`src/rtl/mem_port_sequencer_if.sv`:
```
// Bus bundle between the unified-memory sequencer, the IF/MEM stage
// requesters and the memory itself. The master view is the sequencer.
interface mem_port_sequencer_if #(
    parameter int ADDR_W = 32,
    parameter int DATA_W = 32
);
    // Fetch requester
    logic              if_req;
    logic [ADDR_W-1:0] if_addr;
    logic [DATA_W-1:0] if_rdata;
    logic              if_valid;

    // Load/store requester
    logic              dm_req;
    logic              dm_we;
    logic [3:0]        dm_be;
    logic [ADDR_W-1:0] dm_addr;
    logic [DATA_W-1:0] dm_wdata;
    logic [DATA_W-1:0] dm_rdata;
    logic              dm_valid;

    // Memory port
    logic              mem_req;
    logic              mem_we;
    logic [3:0]        mem_be;
    logic [ADDR_W-1:0] mem_addr;
    logic [DATA_W-1:0] mem_wdata;
    logic [DATA_W-1:0] mem_rdata;
    logic              mem_ready;

    // Pipeline control and status
    logic              pipe_stall;
    logic              mem_err;

    modport master (
        input  if_req, if_addr,
        output if_rdata, if_valid,
        input  dm_req, dm_we, dm_be, dm_addr, dm_wdata,
        output dm_rdata, dm_valid,
        output mem_req, mem_we, mem_be, mem_addr, mem_wdata,
        input  mem_rdata, mem_ready,
        output pipe_stall, mem_err
    );

    modport slave (
        output if_req, if_addr,
        input  if_rdata, if_valid,
        output dm_req, dm_we, dm_be, dm_addr, dm_wdata,
        input  dm_rdata, dm_valid,
        input  mem_req, mem_we, mem_be, mem_addr, mem_wdata,
        output mem_rdata, mem_ready,
        input  pipe_stall, mem_err
    );
endinterface

```
`src/rtl/mem_port_sequencer.sv`:
```
// Arbitrates the single unified instruction/data memory port of the RV32I
// pipeline. Each slot serves the latched data request first (older
// instruction), then the latched fetch, and stalls the pipe until both finish.
module mem_port_sequencer #(
    parameter int ADDR_W   = 32,
    parameter int DATA_W   = 32,
    parameter int MAX_WAIT = 15
) (
    input logic                  clk,
    input logic                  rst,
    mem_port_sequencer_if.master bus
);

    localparam int CNT_W = $clog2(MAX_WAIT + 1);

    localparam logic [1:0] IDLE  = 2'd0;
    localparam logic [1:0] DATA  = 2'd1;
    localparam logic [1:0] FETCH = 2'd2;
    localparam logic [1:0] DONE  = 2'd3;

    logic [1:0]        state;
    logic [1:0]        state_next;

    logic              pend_d;
    logic              pend_f;
    logic              d_we;
    logic [3:0]        d_be;
    logic [ADDR_W-1:0] d_addr;
    logic [DATA_W-1:0] d_wdata;
    logic [ADDR_W-1:0] f_addr;

    logic [DATA_W-1:0] if_rdata_q;
    logic [DATA_W-1:0] dm_rdata_q;
    logic [CNT_W-1:0]  wait_cnt;

    logic              in_access;
    logic              timeout;
    logic              step;
    logic              any_req;

    // Access progress: an access ends on ready, or is abandoned once it has
    // already waited MAX_WAIT cycles and ready is still low.
    always_comb begin
        any_req   = bus.if_req | bus.dm_req;
        in_access = (state == DATA) || (state == FETCH);
        timeout   = in_access && !bus.mem_ready && (wait_cnt == CNT_W'(MAX_WAIT));
        step      = in_access && (bus.mem_ready || timeout);
    end

    // Slot sequencing: data before fetch, one DONE cycle to release the pipe.
    always_comb begin
        state_next = state;
        case (state)
            IDLE: begin
                if (bus.dm_req)      state_next = DATA;
                else if (bus.if_req) state_next = FETCH;
            end
            DATA:    if (step) state_next = pend_f ? FETCH : DONE;
            FETCH:   if (step) state_next = DONE;
            default: state_next = IDLE;
        endcase
    end

    // State register.
    always_ff @(posedge clk or posedge rst) begin
        if (rst) state <= IDLE;
        else     state <= state_next;
    end

    // Capture the requests seen at slot start; later changes are ignored.
    always_ff @(posedge clk or posedge rst) begin
        if (rst) begin
            pend_d  <= 1'b0;
            pend_f  <= 1'b0;
            d_we    <= 1'b0;
            d_be    <= 4'b0000;
            d_addr  <= '0;
            d_wdata <= '0;
            f_addr  <= '0;
        end else if (state == IDLE && any_req) begin
            pend_d  <= bus.dm_req;
            pend_f  <= bus.if_req;
            d_we    <= bus.dm_we;
            d_be    <= bus.dm_be;
            d_addr  <= bus.dm_addr;
            d_wdata <= bus.dm_wdata;
            f_addr  <= bus.if_addr;
        end else if (state == DONE) begin
            pend_d  <= 1'b0;
            pend_f  <= 1'b0;
        end
    end

    // Wait-state counter, restarted whenever a new access begins.
    always_ff @(posedge clk or posedge rst) begin
        if (rst)                  wait_cnt <= '0;
        else if (!in_access || step) wait_cnt <= '0;
        else                      wait_cnt <= wait_cnt + CNT_W'(1);
    end

    // Read-data registers; a timed-out access leaves them untouched.
    always_ff @(posedge clk or posedge rst) begin
        if (rst) begin
            if_rdata_q <= '0;
            dm_rdata_q <= '0;
        end else begin
            if (state == DATA && bus.mem_ready && !d_we) dm_rdata_q <= bus.mem_rdata;
            if (state == FETCH && bus.mem_ready)         if_rdata_q <= bus.mem_rdata;
        end
    end

    // Memory port and pipeline outputs decoded from the current state, so an
    // asynchronous reset drops mem_req and the valid pulses immediately.
    always_comb begin
        bus.mem_req    = in_access;
        bus.mem_we     = 1'b0;
        bus.mem_be     = 4'b0000;
        bus.mem_addr   = '0;
        bus.mem_wdata  = '0;
        bus.pipe_stall = 1'b0;
        case (state)
            IDLE: bus.pipe_stall = !rst && any_req;
            DATA: begin
                bus.mem_we     = d_we;
                bus.mem_be     = d_we ? d_be : 4'b0000;
                bus.mem_addr   = d_addr;
                bus.mem_wdata  = d_wdata;
                bus.pipe_stall = !rst;
            end
            FETCH: begin
                bus.mem_addr   = f_addr;
                bus.pipe_stall = !rst;
            end
            default: bus.pipe_stall = 1'b0;
        endcase
        bus.if_valid = (state == DONE) && pend_f;
        bus.dm_valid = (state == DONE) && pend_d;
        bus.mem_err  = timeout;
        bus.if_rdata = if_rdata_q;
        bus.dm_rdata = dm_rdata_q;
    end

endmodule

```
`src/flat_wrapper.sv`:
```
// flat-port wrapper written by rule: the top's interface ports become plain ports
module mem_port_sequencer_flat 
#(
    parameter int ADDR_W   = 32,
    parameter int DATA_W   = 32,
    parameter int MAX_WAIT = 15
)
  (clk, rst, bus_if_req, bus_if_addr, bus_if_rdata, bus_if_valid, bus_dm_req, bus_dm_we, bus_dm_be, bus_dm_addr, bus_dm_wdata, bus_dm_rdata, bus_dm_valid, bus_mem_req, bus_mem_we, bus_mem_be, bus_mem_addr, bus_mem_wdata, bus_mem_rdata, bus_mem_ready, bus_pipe_stall, bus_mem_err);
  mem_port_sequencer_if #(.ADDR_W(ADDR_W), .DATA_W(DATA_W)) bus_i ();
  input logic clk;
  input logic rst;
  input wire logic [$bits(bus_i.if_req)-1:0] bus_if_req;
  input wire logic [$bits(bus_i.if_addr)-1:0] bus_if_addr;
  output wire logic [$bits(bus_i.if_rdata)-1:0] bus_if_rdata;
  output wire logic [$bits(bus_i.if_valid)-1:0] bus_if_valid;
  input wire logic [$bits(bus_i.dm_req)-1:0] bus_dm_req;
  input wire logic [$bits(bus_i.dm_we)-1:0] bus_dm_we;
  input wire logic [$bits(bus_i.dm_be)-1:0] bus_dm_be;
  input wire logic [$bits(bus_i.dm_addr)-1:0] bus_dm_addr;
  input wire logic [$bits(bus_i.dm_wdata)-1:0] bus_dm_wdata;
  output wire logic [$bits(bus_i.dm_rdata)-1:0] bus_dm_rdata;
  output wire logic [$bits(bus_i.dm_valid)-1:0] bus_dm_valid;
  output wire logic [$bits(bus_i.mem_req)-1:0] bus_mem_req;
  output wire logic [$bits(bus_i.mem_we)-1:0] bus_mem_we;
  output wire logic [$bits(bus_i.mem_be)-1:0] bus_mem_be;
  output wire logic [$bits(bus_i.mem_addr)-1:0] bus_mem_addr;
  output wire logic [$bits(bus_i.mem_wdata)-1:0] bus_mem_wdata;
  input wire logic [$bits(bus_i.mem_rdata)-1:0] bus_mem_rdata;
  input wire logic [$bits(bus_i.mem_ready)-1:0] bus_mem_ready;
  output wire logic [$bits(bus_i.pipe_stall)-1:0] bus_pipe_stall;
  output wire logic [$bits(bus_i.mem_err)-1:0] bus_mem_err;
  assign bus_i.if_req = bus_if_req;
  assign bus_i.if_addr = bus_if_addr;
  assign bus_if_rdata = bus_i.if_rdata;
  assign bus_if_valid = bus_i.if_valid;
  assign bus_i.dm_req = bus_dm_req;
  assign bus_i.dm_we = bus_dm_we;
  assign bus_i.dm_be = bus_dm_be;
  assign bus_i.dm_addr = bus_dm_addr;
  assign bus_i.dm_wdata = bus_dm_wdata;
  assign bus_dm_rdata = bus_i.dm_rdata;
  assign bus_dm_valid = bus_i.dm_valid;
  assign bus_mem_req = bus_i.mem_req;
  assign bus_mem_we = bus_i.mem_we;
  assign bus_mem_be = bus_i.mem_be;
  assign bus_mem_addr = bus_i.mem_addr;
  assign bus_mem_wdata = bus_i.mem_wdata;
  assign bus_i.mem_rdata = bus_mem_rdata;
  assign bus_i.mem_ready = bus_mem_ready;
  assign bus_pipe_stall = bus_i.pipe_stall;
  assign bus_mem_err = bus_i.mem_err;
  mem_port_sequencer #(.ADDR_W(ADDR_W), .DATA_W(DATA_W), .MAX_WAIT(MAX_WAIT)) u_core (.clk(clk), .rst(rst), .bus(bus_i));
endmodule
```
`config.mk`:
```
export PLATFORM = sky130hd
export DESIGN_NAME = mem_port_sequencer_flat
export DESIGN_NICKNAME = d
export VERILOG_FILES = /design/src/rtl/mem_port_sequencer_if.sv /design/src/rtl/mem_port_sequencer.sv /design/src/flat_wrapper.sv
export SDC_FILE = /design/constraint.sdc
export NUM_CORES = 1
export LEC_CHECK = 0
export BUFFER_PORTS_ARGS = -buffer_cell sky130_fd_sc_hd__buf_2
export CAP_MARGIN = 30
export CORE_MARGIN = 3
export CORE_UTILIZATION = 36
export CTS_CLUSTER_DIAMETER = 80
export CTS_CLUSTER_SIZE = 8
export DETAILED_ROUTE_END_ITERATION = 16
export GPL_ROUTABILITY_DRIVEN = 0
export PLACE_DENSITY = 0.71
export SYNTH_ARGS = -nofsm -noshare
export SYNTH_HDL_FRONTEND = slang
export SYNTH_SLANG_ARGS = --single-unit
```
`constraint.sdc`:
```
create_clock -name clk -period 10.82 [get_ports clk]
set_input_delay 1.623 -clock clk [delete_from_list [all_inputs] [get_ports clk]]
set_output_delay 1.623 -clock clk [all_outputs]
set_load 0.005 [all_outputs]
```
==> key figures <==
Timing
  – Max_slew headroom: 0.383
  – Fin Setup TNS: 0 ns
  – Crit share post-route: 0.383
  – Max-slew violation count: 0
  – Final setup fails: 0
  – Fmax: 241 MHz
  – Least-Margin Pin Slew: 0.926 ns
  – RSZ-0062 raised after global routing: no
  – Worst Clk Skew: 0.0218 ns
  – Final Hold Fails: 0
  – Fin worst setup slack: 6.68 ns
  – Tmin final: 4.14 ns

Logic synthesis
  – Post-Syn Nets: 658
  – Syn Std Cell Area: 7240 um2
  – Area leader, netlist: dfrtp_1
  – Top post-synthesis cells by area: dfrtp_1 60%, mux2_2 26%, a22oi_1 3.3%, and2_1 3.0%, nor2_1 1.9%
  – YS warnings: 0
  – Netlist cell types: 29
  – Commonest cells post-synth: 173 x dfrtp_1, 165 x mux2_2, 37 x nor2_1, 35 x and2_1, 32 x a22oi_1
  – Syn_area_per_cell: 14.1 um2
  – Asr flop ratio synth: 1.00
  – #FFs+latches synth: 173
  – Prevailing post-synth register cell: dfrtp_1
  – Synth Instances: 515
  – Post-synth top area share: 0.598
  – Most common cell in the netlist: dfrtp_1
  – Number of flops mapped to enable cells by yosys: 0
  – Sequential element share of the synthesized area: 0.598

Cells and area
  – Final core utilization: 0.483
  – Share of cells above drive strength 1: 0.606
  – Ant diodes: 0
  – Post-Layout Cell Count: 1,064
  – Area grow syn2layout: 30.6%
  – Filler Cells Inserted: 1,802
  – Final nets: 929

Setup path
  – Reg2reg end: u_core.d_wdata[0]
  – Worst EP arrival: 2.52 ns
  – WP data required: 9.20 ns
  – Worst-path fanout max: 11
  – CP Class: input pin to primary output
  – Setup crit start kind: input pin
  – R2r startpoint: u_core.state[0]
  – Path depth of the worst reg2reg path: 5
  – R2r setup slk: 8.46 ns
  – Crit end category: primary output

Detailed routing
  – Drt initial violations: 142
  – Drt drc: 0
  – Avg Vias per Cell: 4.82
  – Vias after detailed routing: 5,125
  – ANT nets after route: 0
  – Routed len/inst: 16.9 um
  – Routed WL: 18,000 um
  – First-pass iteration count of the detailed router: 4

CTS
  – Cts repair resizes: 0
  – Hold_buf cts: 0
  – CTS Buf Count: 17
  – Clock buffer depth: 2
  – Clock Tree Root: clkbuf_16
  – Worst skew pair latency: 0.43 ns
  – Clk slew on worst S/H paths: 0.06 ns
  – Setup Buffers After CTS: 0
  – H-tree levels: 4
  – CTS tree: yes
  – CTS sink count: 173

Power and ir drop
  – PD cells: 304 nW/um2
  – Power Total: 2.88 mW
  – Max IR drop VDD: 0.129 mV
  – Leakage: 4.66 nW

Run status
  – Status: complete, no violations

Run
  – Max-cap viol count: 0

Placed design
  – Placement Setup Slack: 6.62 ns
  – Buffers on Ports: 275
  – DP Cell Count: 1,031
  – HPWL after DPL: 12,800 um

Floorplanning
  – Die area: 21,900 um2
  – Starting Density: 0.370
  – FP Rows: 51
  – Die Height: 148 um
  – Core ar.: 19,600 um2
  – Die extent in x: 148 um
  – # IOs: 276

Min path
  – HP Class: flip-flop to flip-flop
  – Hold_sp: u_core.wait_cnt[0]
  – Hold endpoint: u_core.wait_cnt[0]
  – Hold path depth: 1

GRT
  – GRT Overall Usage: 0.164
  – GRT Residual Overflow: 0
  – Antenna violations before repair: 2
  – First-pass GRT wire length: 28,500 um
  – Pin count of the biggest net entering global routing: 105
  – Vias in the first global route: 5,437
metal layers:
| layer | up-vias | GRT usage | share of wire |
|---|---|---|---|
| met1 | 2535 | 0.198 | 0.41 |
| met2 | 227 | 0.268 | 0.46 |
| met3 | 14 | 0.0754 | 0.12 |
| met5 | - | 0 | 0.0014 |
| met4 | 4 | 0.0457 | 0.0087 |
| li1 | 2345 | - | - |
cell type report:
class	count	area [um2]	share of cell area
Clock buffer	18	429	0.0454
Clock inverter	14	124	0.0131
Inverter	7	31.3	0.00331
Multi-Input combinational cell	303	2730	0.289
Sequential cell	173	4330	0.458
Tap cell	265	332	0.0351
Timing Repair Buffer	284	1480	0.157
power by group:
group	internal (mW)	switching, mW
Clock	0.305	0.280
Combinational	0.633	0.521
Sequential	0.977	0.163
registers in the layout, indices dropped and copies added, names as in the netlist:
| signal | count |
|---|---|
| u_core.d_we | 1 |
| u_core.d_be | 4 |
| u_core.f_addr | 32 |
| u_core.bus.if_rdata | 32 |
| u_core.pend_f | 1 |
| u_core.bus.dm_rdata | 32 |
| u_core.d_wdata | 32 |
| u_core.state | 2 |
| u_core.pend_d | 1 |
| u_core.wait_cnt | 4 |
| u_core.d_addr | 32 |
kinds of logic (layout without fill, tap and decap cells):
kind of cell,Yosys count,count (layout),share of synthesized area
mux,167,167,0.260
flops,173,173,0.598
buf+inv,39,323,0.0273
compound gates,39,39,0.0409
xor+xnor,2,2,0.00242
fa+ha+maj,5,5,0.00864
simple gates,90,90,0.0634
placed cells by master, fill, tap and decap left out, drive strengths merged:
cell,Yosys,routed
mux2,166,166
clkinv,0,3
dfrtp,173,173
xnor2,1,1
o21ba,2,2
buf,23,284
a31oi,1,1
nand2,5,5
o21ai,1,1
nand3b,3,3
ha,5,5
nor2,37,37
clkbuf,9,18
and2,35,35
clkinvlp,0,1
nand2b,3,3
a211oi,1,1
nor2b,1,1
mux2i,1,1
a22oi,32,32
o21bai,1,1
and3,4,4
a221o,1,1
xor2,1,1
nand3,2,2
inv,7,17
critical path: stages:
cell and delay, ns:
buf_2 0.13, o21ai_4 0.45, a211oi_1 0.16, buf_2 0.16
how the worst max path moves through the flow:
stage / startpoint / endpoint / slack, ns
4_1_cts: bus_dm_req / bus_pipe_stall / 6.62
5_1_grt: u_core.state[1] / bus_mem_addr[8] / 6.51
3_5_place_dp: bus_dm_req / bus_pipe_stall / 6.62
6_report: bus_dm_req / bus_pipe_stall / 6.68
3_3_place_gp: bus_dm_req / bus_pipe_stall / 6.20
2_1_floorplan: rst / u_core.bus.dm_rdata[0] / 4.51
metrics by stage:
| stage | area (um2) | hold slack, ns |
|---|---|---|
| 3_5_place_dp | 8880 | 0.454 |
| 6_report | 9460 | 0.459 |
| 2_1_floorplan | 7240 | 0.432 |
| 3_3_place_gp | 8850 | 0.453 |
| 4_1_cts | 9430 | 0.463 |
| 5_1_grt | 9460 | 0.501 |
Power figures use the tool's default switching activity.
